### src/rtl/display_pkg.sv
// Shared constants and helpers for the multiplexed display scanner.
`timescale 1ns/1ps
package display_pkg;

    localparam int DEF_DIV       = 16;
    localparam int DEF_BLANK_CYC = 2;
    localparam int DEF_BRIGHT_W  = 3;

    // Inactive level of a drive line for a given active polarity.
    localparam logic COM_OFF_ACTIVE_LOW  = 1'b1;
    localparam logic COM_OFF_ACTIVE_HIGH = 1'b0;
    localparam logic SEG_OFF_ACTIVE_LOW  = 1'b1;
    localparam logic SEG_OFF_ACTIVE_HIGH = 1'b0;

    function automatic logic off_level(input bit active_low);
        return active_low ? COM_OFF_ACTIVE_LOW : COM_OFF_ACTIVE_HIGH;
    endfunction

    function automatic int idx_w(input int n);
        return (n > 1) ? $clog2(n) : 1;
    endfunction

endpackage

### src/rtl/display_scan_mux_scan_timer.sv
// Slot and digit counters for the display scanner, with frame boundary strobes.
`timescale 1ns/1ps
module scan_timer
    import display_pkg::*;
#(
    parameter int DIGITS = 8,
    parameter int DIV    = DEF_DIV
) (
    input  logic                          clk,
    input  logic                          rst_n,
    output logic [idx_w(DIV)-1:0]         slot_cnt,
    output logic [idx_w(DIGITS)-1:0]      digit,
    output logic                          frame_first,
    output logic                          frame_last
);

    localparam int CNT_W = idx_w(DIV);
    localparam int IDX_W = idx_w(DIGITS);

    logic [CNT_W-1:0] slot_cnt_q, slot_cnt_d;
    logic [IDX_W-1:0] digit_q, digit_d;

    always_comb begin
        slot_cnt_d = slot_cnt_q + CNT_W'(1);
        digit_d    = digit_q;
        if (slot_cnt_q == CNT_W'(DIV - 1)) begin
            slot_cnt_d = '0;
            if (digit_q == IDX_W'(DIGITS - 1)) digit_d = '0;
            else                               digit_d = digit_q + IDX_W'(1);
        end
    end

    always_ff @(posedge clk) begin
        if (!rst_n) begin
            slot_cnt_q <= '0;
            digit_q    <= '0;
        end else begin
            slot_cnt_q <= slot_cnt_d;
            digit_q    <= digit_d;
        end
    end

    assign slot_cnt    = slot_cnt_q;
    assign digit       = digit_q;
    assign frame_first = (slot_cnt_q == '0) && (digit_q == '0);
    assign frame_last  = (slot_cnt_q == CNT_W'(DIV - 1)) && (digit_q == IDX_W'(DIGITS - 1));

endmodule

### src/rtl/display_scan_mux.sv
// Multiplexed 7-segment / LED-matrix scanner with PWM brightness, anti-ghost
// blanking, per-digit enable and a double-buffered, tear-free frame load.
`timescale 1ns/1ps
module display_scan_mux
    import display_pkg::*;
#(
    parameter int DIGITS         = 8,
    parameter int SEG_W          = 8,
    parameter int DIV            = DEF_DIV,
    parameter int BLANK_CYC      = DEF_BLANK_CYC,
    parameter int BRIGHT_W       = DEF_BRIGHT_W,
    parameter bit COM_ACTIVE_LOW = 1'b1,
    parameter bit SEG_ACTIVE_LOW = 1'b0
) (
    input  logic                         clk,
    input  logic                         rst_n,
    input  logic [DIGITS*SEG_W-1:0]      frame_data,
    input  logic                         frame_valid,
    output logic                         frame_ready,
    input  logic [DIGITS-1:0]            digit_en,
    input  logic [BRIGHT_W-1:0]          brightness,
    output logic [DIGITS-1:0]            com,
    output logic [SEG_W-1:0]             seg,
    output logic                         frame_start,
    output logic [idx_w(DIGITS)-1:0]     digit_idx
);

    localparam int IDX_W    = idx_w(DIGITS);
    localparam int CNT_W    = idx_w(DIV);
    localparam int LIT_SPAN = DIV - BLANK_CYC;
    localparam logic [DIGITS-1:0] COM_OFF = {DIGITS{off_level(COM_ACTIVE_LOW)}};
    localparam logic [SEG_W-1:0]  SEG_OFF = {SEG_W{off_level(SEG_ACTIVE_LOW)}};

    logic [CNT_W-1:0] slot_cnt;
    logic [IDX_W-1:0] digit;
    logic             frame_first, frame_last;

    scan_timer #(
        .DIGITS (DIGITS),
        .DIV    (DIV)
    ) u_scan_timer (
        .clk         (clk),
        .rst_n       (rst_n),
        .slot_cnt    (slot_cnt),
        .digit       (digit),
        .frame_first (frame_first),
        .frame_last  (frame_last)
    );

    logic [DIGITS*SEG_W-1:0] disp_q, disp_d, pend_q, pend_d;
    logic                    pend_full_q, pend_full_d;
    logic [BRIGHT_W-1:0]     bright_hold_q, bright_hold_d;
    logic [DIGITS-1:0]       en_hold_q, en_hold_d;
    logic [DIGITS-1:0]       com_q, com_d;
    logic [SEG_W-1:0]        seg_q, seg_d;
    logic                    frame_start_q, frame_start_d;
    logic [IDX_W-1:0]        digit_idx_q, digit_idx_d;

    logic [BRIGHT_W-1:0] bright_eff;
    logic [DIGITS-1:0]   en_eff, sel;
    logic [SEG_W-1:0]    seg_slice;
    logic [31:0]         on_len, slot_ext;
    logic                digit_on, lit;

    always_comb begin
        // Slot-start inputs are used live on cycle 0 and held for the rest of the slot.
        bright_eff    = (slot_cnt == '0) ? brightness : bright_hold_q;
        en_eff        = (slot_cnt == '0) ? digit_en   : en_hold_q;
        bright_hold_d = bright_eff;
        en_hold_d     = en_eff;

        on_len   = (32'(LIT_SPAN) * (32'(bright_eff) + 32'd1)) >> BRIGHT_W;
        slot_ext = 32'(slot_cnt);

        digit_on  = 1'b0;
        seg_slice = '0;
        sel       = '0;
        for (int i = 0; i < DIGITS; i++) begin
            if (digit == IDX_W'(i)) begin
                digit_on              = en_eff[i];
                seg_slice             = disp_q[(DIGITS-1-i)*SEG_W +: SEG_W];
                sel[DIGITS-1-i]       = 1'b1;
            end
        end

        lit = digit_on && (slot_ext >= 32'(BLANK_CYC))
                       && ((slot_ext - 32'(BLANK_CYC)) < on_len);

        com_d         = lit ? (COM_OFF ^ sel) : COM_OFF;
        seg_d         = lit ? (SEG_OFF ^ seg_slice) : SEG_OFF;
        frame_start_d = frame_first;
        digit_idx_d   = digit;

        // Pending only reaches the display at the frame boundary, so a frame never tears.
        disp_d      = disp_q;
        pend_d      = pend_q;
        pend_full_d = pend_full_q;
        if (frame_last && pend_full_q) begin
            disp_d      = pend_q;
            pend_full_d = 1'b0;
        end
        if (frame_valid && !pend_full_q) begin
            pend_d      = frame_data;
            pend_full_d = 1'b1;
        end
    end

    always_ff @(posedge clk) begin
        if (!rst_n) begin
            disp_q        <= '0;
            pend_q        <= '0;
            pend_full_q   <= 1'b0;
            bright_hold_q <= '0;
            en_hold_q     <= '0;
            com_q         <= COM_OFF;
            seg_q         <= SEG_OFF;
            frame_start_q <= 1'b0;
            digit_idx_q   <= '0;
        end else begin
            disp_q        <= disp_d;
            pend_q        <= pend_d;
            pend_full_q   <= pend_full_d;
            bright_hold_q <= bright_hold_d;
            en_hold_q     <= en_hold_d;
            com_q         <= com_d;
            seg_q         <= seg_d;
            frame_start_q <= frame_start_d;
            digit_idx_q   <= digit_idx_d;
        end
    end

    assign frame_ready = ~pend_full_q;
    assign com         = com_q;
    assign seg         = seg_q;
    assign frame_start = frame_start_q;
    assign digit_idx   = digit_idx_q;

endmodule

### config.mk
export PLATFORM = sky130hd
export DESIGN_NAME = display_scan_mux
export DESIGN_NICKNAME = d
export VERILOG_FILES = /design/src/rtl/display_pkg.sv /design/src/rtl/display_scan_mux_scan_timer.sv /design/src/rtl/display_scan_mux.sv
export SDC_FILE = /design/constraint.sdc
export NUM_CORES = 1
export LEC_CHECK = 0
export ABC_AREA = 1
export CAP_MARGIN = 30
export CORE_AREA = 2 2 127 129
export DETAILED_ROUTE_END_ITERATION = 8
export DIE_AREA = 0 0 129 131
export GPL_TIMING_DRIVEN = 0
export HOLD_SLACK_MARGIN = 0.15
export PLACE_DENSITY_LB_ADDON = 0.12
export RECOVER_POWER = 25
export SLEW_MARGIN = 10
export SYNTH_ARGS = -nofsm -noshare
export SYNTH_HDL_FRONTEND = slang
export SYNTH_HIERARCHICAL = 1
export SYNTH_SLANG_ARGS = --single-unit
### constraint.sdc
create_clock -name clk -period 4.97 [get_ports clk]
set_input_delay 0.7455 -clock clk [delete_from_list [all_inputs] [get_ports clk]]
set_output_delay 0.7455 -clock clk [all_outputs]
set_load 0.02 [all_outputs]
# Word level (Yosys, flattened, before mapping)
# Index checks and enable logic that the tools add are counted.
word_totals:
  regBits: 167
  inputBits: 78
  n_memories: 0
  latchBits: 0
  mem_bits_rw: 0
  rom_bits: 0
  output_inout_bits: 21
  word_cells: 70
op_classes:
  magnitude_cmp: 2
  multipliers: 1
  n_addsub: 4
  muxes: 29
  div: 0
  n_reduce_logical: 12
  n_eq_ne: 8
  shifts: 0
  bitwise: 3
ops:
  columns: ["operator", "n"]
  rows:
  - ["8-bit two-way mux", 9]
  - ["32-bit by 5-bit less-than comparator with 1-bit output", 1]
  - ["1-bit two-way mux", 18]
  - ["3-bit equality test (second input constant)", 4]
  - ["8-bit inverter", 1]
  - ["3-bit by 4-bit multiplier with 7-bit output (first input constant)", 1]
  - ["3-bit by 2-bit equality test with 1-bit output (second input constant)", 2]
  - ["1-bit logical AND", 6]
  - ["3-bit two-way mux", 2]
  - ["4-bit by 2-bit subtractor with 5-bit output (second input constant)", 1]
  - ["3-bit by 1-bit adder with 4-bit output (second input constant)", 1]
  - ["4-bit by 1-bit adder with 4-bit output (second input constant)", 1]
  - ["4-bit equality test (second input constant)", 1]
  - ["4-bit by 2-bit greater-or-equal comparator with 1-bit output (second input constant)", 1]
  - ["4-bit logical NOT", 1]
  - ["3-bit by 1-bit adder with 3-bit output (second input constant)", 1]
  - ["3-bit by 1-bit equality test with 1-bit output (second input constant)", 1]
  - ["3-bit logical NOT", 1]
  - ["1-bit inverter", 2]
  - ["2-bit AND reduction", 1]
  - ["2-bit nonzero test", 1]
  - ["2-bit OR reduction", 1]
  - ["1-bit logical NOT", 1]

# Logic depth before layout (Yosys ltp)
logic_depth:
  word_depth: 13
  depth_mapped: 20
  ltp_nobuf: 19

# Modules after synthesis
# Netlist, hierarchy kept.
modules_own_cells:
  columns: ["module", "cells_each", "area_per_inst_um2", "n_inst", "seq_area_each_um2"]
  rows:
  - ["display_scan_mux", 840, 6381.1, 1, 3203.1]
  - ["scan_timer", 50, 369.1, 1, 140.1]

# Least setup slack after synthesis
# OpenSTA, ideal clock, no wires.
synth_timing:
  kind: "register to register"
  start: "register u_scan_timer.slot_cnt_q[2] (netlist: u_scan_timer/slot_cnt[2])"
  end: "register seg_q[0] (netlist: seg[0])"
  synth_period_minus_slack_ns: 3.056
  n_path_buf: 1
  setup_time_ns: 0.119
  setup_slack_ns: 1.914
  path_stages_with_launch: 19
  required_time_ns: 4.851
  t_arrival_ns: 2.937
  path_cell_list: "dfxtp_1 > nor2_4 > nand2_4 > buf_6 > o21ai_0 > ha_1 > inv_1 > nand3_2 > nand2_4 > xor2_1 > inv_1 > ha_1 > a31o_2 > ha_1 > a21o_1 > a21oi_1 > nand2_4 > nand2_8 > nor2_2"
synth_via:
  word_cells_on_any_way: 19
  cone_classes: "2 x add/sub; 1 x mul; 2 x order compare; 10 x mux; 4 x reduce/logical"
synth_lines:
  columns: ["item", "line", "text"]
  rows:
  - ["from (decl)", "display_scan_mux_scan_timer.sv:20", "logic [CNT_W-1:0] slot_cnt_q, slot_cnt_d;"]
  - ["from (signal assigned)", "display_scan_mux_scan_timer.sv:38", "slot_cnt_q <= slot_cnt_d;"]
  - ["4-bit logical NOT", "display_scan_mux.sv:67", "bright_eff = (slot_cnt == '0) ? brightness : bright_hold_q;"]
  - ["3-bit two-way mux", "display_scan_mux.sv:67", null]
  - ["via bright_eff[0]", "display_scan_mux.sv:59", "logic [BRIGHT_W-1:0] bright_eff;"]
  - ["3-bit by 1-bit adder with 4-bit output", "display_scan_mux.sv:72", "on_len = (32'(LIT_SPAN) * (32'(bright_eff) + 32'd1)) >> BRIGHT_W;"]
  - ["3-bit by 4-bit multiplier with 7-bit output", "display_scan_mux.sv:72", null]
  - ["32-bit by 5-bit less-than comparator with 1-bit output", "display_scan_mux.sv:87", "&& ((slot_ext - 32'(BLANK_CYC)) < on_len);"]
  - ["1-bit logical AND", "display_scan_mux.sv:87", null]
  - ["2-bit AND reduction (no source line)", null, null]
  - ["to (signal assigned)", "display_scan_mux.sv:126", "seg_q <= seg_d;"]
  - ["to (decl)", "display_scan_mux.sv:55", "logic [SEG_W-1:0] seg_q, seg_d;"]
# The timed path passes the listed nets, and every way through them passes these cells.
# A chain may end at the register's enable or synchronous reset.

# Worst setup path after layout
layout_timing:
  start: "register u_scan_timer.slot_cnt_q[2] (netlist: u_scan_timer/slot_cnt[2])"
  end: "register seg_q[2] (netlist: seg[2])"
# The elaborated chain is that of the path after synthesis.

==> impl_metrics.toml <==
[run_status]
status = "completed"

[power_and_ir_drop]
p_per_area_mw_per_mm2 = 361
p_leak_uw = 0.00348
irDropWorstVdd_mv = 0.267

[layout]
final_cell_mix = "nor2_1 (284), dfxtp_1 (167), o21ai_0 (141)"
postLayoutCoreUtil_pct = 55.1
diodes = 0
instances_no_fill = 1236
fin_nets = 1102
drive_gt1_share_pct = 6.76
area_delta_synth_final_pct = 27.3
final_common_cell = "nor2_1"

[cts]
cts_num_sinks = 167
cts_hold_buf = 0
cts_buffers = 17
cts_tree = "done"
cts_setup_buffers = 0
clock_path_buffers = 2
cts.htree.levels = 4
clk_latency_ps = 430
cts.clk_slew.worst_paths_ps = 60
cts.root.buffer_cell = "clkbuf_16"
cts-resized-gates = 0

[floorplan]
start_util_pct = 43.3
die_area_sq_mm = 0.0169
die_h_um = 131
fp-row-count = 46
ios = 99
core_sq_mm = 0.0156
die_w_um = 129

[global_routing]
antenna_found_initial = 0
overflow = 0
grt_pass1_vias = 5368
grt_start_max_net_pins = 17
grt_usage_pct = 20.6
grt_pass1_wl_um = 26600

[timing]
finalHoldViolCount = 0
fmax_ghz = 0.290
min_period_ps = 3450
fin_skew_ps = 7.40
fin_crit_sh_pct = 69.4
setup_viol = 0
maxSlewViolCount = 0
tns_ps = 0
tightest_slew_ps = 780
max_slew_margin_pct = 48.0
grt_setup_unrepaired = "false"

[detailed_routing]
drc_errors = 0
routedWlPerCell_um = 13.2
vias = 5810
wirelength_um = 16300
first_pass_iters = 5
vias_per_cell = 4.70
drtIter0Drc = 338
drtAntennaViolNets = 0

[worst_setup_path]
start_kind = "register"
cpPeakStageDelay_ps = 390
cp_data_required_time_ps = 5280
critPathCaptureType = "register"
cp_slowest_cell = "dfxtp_1"
critPathKind = "register to register"
cp_top_family = "compound AO/OA/AOI/OAI gates"
critPathBufInv = 3
crit_path_max_fanout = 10
critPathArrivalTime_ps = 3760
crit_chain = "nor2_4 -> nand2_4 -> buf_6 -> o21ai_0 -> ha_1 -> inv_1 -> nand3_2 -> nand2_4 -> xor2_1 -> inv_1 -> ha_1 -> a31o_2 -> ha_1 -> a21o_1 -> a21oi_1 -> nand2_4 -> nand2_8 -> nor2_2"

[placed_design]
portBuffers = 98
dp_hpwl_um = 12100
gp_congestion = 0.860
dp.cells = 1204

[yosys]
yosysTopAreaCellShare_pct = 49.5
ys_ff_latch = 167
synth.avg_cell_area_sq_um = 7.58
synth_top_area_cell = "dfxtp_1"
yosysSeqAreaShare_pct = 49.5
syn_inst = 890
ys_types = 35
yosys_warnings = 6
syn_nets = 985
synth_area_sq_mm = 0.00675
synthTopCellsByArea = "dfxtp_1 (50%), nor2_1 (16%), o21ai_0 (10%)"

[hold_path]
worst_hold_path_type = "register to register"

[flow_run]
maxCapViolations = 0
-- cells by family after synthesis --
group           share of synthesized area (%)
fa+ha+maj                                3.15
compound gates                           12.7
xor+xnor                                0.260
buf+inv                                  6.06
flops                                    49.5
simple gates                             28.3
-- report_power, final --
part / switching [uW] / internal [uW]
logic: 182 / 146
clock network: 517 / 831
registers: 27.6 / 1390
total: 726 / 2370
-- sequential cells by signal, indices dropped and copies added, names as in the netlist --
| signal | count |
|---|---|
| digit_idx | 3 |
| bright_hold_q | 3 |
| pend_full_q | 1 |
| u_scan_timer/slot_cnt | 4 |
| com | 8 |
| disp_q | 64 |
| seg | 8 |
| frame_start | 1 |
| en_hold_q | 8 |
| pend_q | 64 |
| u_scan_timer/digit | 3 |
-- tightest hold or removal path, delay by kind of cell (launching register included) --
family	cells	cell delay [ps]
DFF	1	320
and+or+nand+nor	2	120
-- layer usage --
metal / vias up / wire, um / part of all wire (%) / track usage (%)
met5: - / 0 / 0 / 0
met3: 18 / 595 / 3.6 / 3.83
li1: 3097 / - / - / -
met4: 0 / 245 / 1.5 / 7.42
met2: 122 / 7690 / 47 / 34.3
met1: 2573 / 7780 / 48 / 26.9
-- metrics by stage --
| step | area (sq um) | hold slack (ps) | total power (uW) | setup slack [ps] |
|---|---|---|---|---|
| after detailed placement | 8000 | 466 | 1780 | 1180 |
| final | 8590 | 476 | 3100 | 1520 |
| after global placement | 8000 | 459 | 1780 | 1240 |
| after CTS | 8600 | 480 | 3120 | 1420 |
| after floorplan | 6750 | 450 | 1660 | 1910 |
| after global routing | 8590 | 495 | 3230 | 1220 |
-- cell type report --
cell class	instances	area (sq um)
plain buffers	47	203
clock inverters	7	118
repair buffers	98	981
multi-input cells	623	2990
fillers	1565	7010
inverters	53	206
well taps	216	270
clock buffers	25	485
flip-flops and latches	167	3340
-- worst paths after layout --
kind,startpoint,to,slack (ps),cells past startpoint
min reg2reg,disp_q[1],disp_q[1],480,2
max,u_scan_timer/slot_cnt[2],seg[2],1520,18
min,disp_q[1],disp_q[1],480,2
max reg2reg,u_scan_timer/slot_cnt[2],seg[2],1520,18
-- Yosys cell counts --
cell type	number
nand3_4	1
clkbuf_1	42
nor3_4	5
nand2_4	6
inv_1	45
o21ai_0	141
o21ai_1	3
clkinv_4	1
nor3_1	1
nand2_8	1
o2111ai_1	1
nand3_1	27
nor2_2	8
xnor2_1	1
nand2_1	82
nand2_2	3
ha_1	17
o21ai_2	1
buf_6	3
a21oi_1	17
nor3_2	1
nand4_1	11
buf_4	1
a21o_1	1
nand3_2	2
dfxtp_1	167
o211ai_1	2
nor2_1	284
buf_1	1
inv_4	1
a31o_2	1
nor2_4	2
inv_2	6
xor2_1	1
nand3b_1	3
No activity file was read; power rests on OpenSTA's default activity.
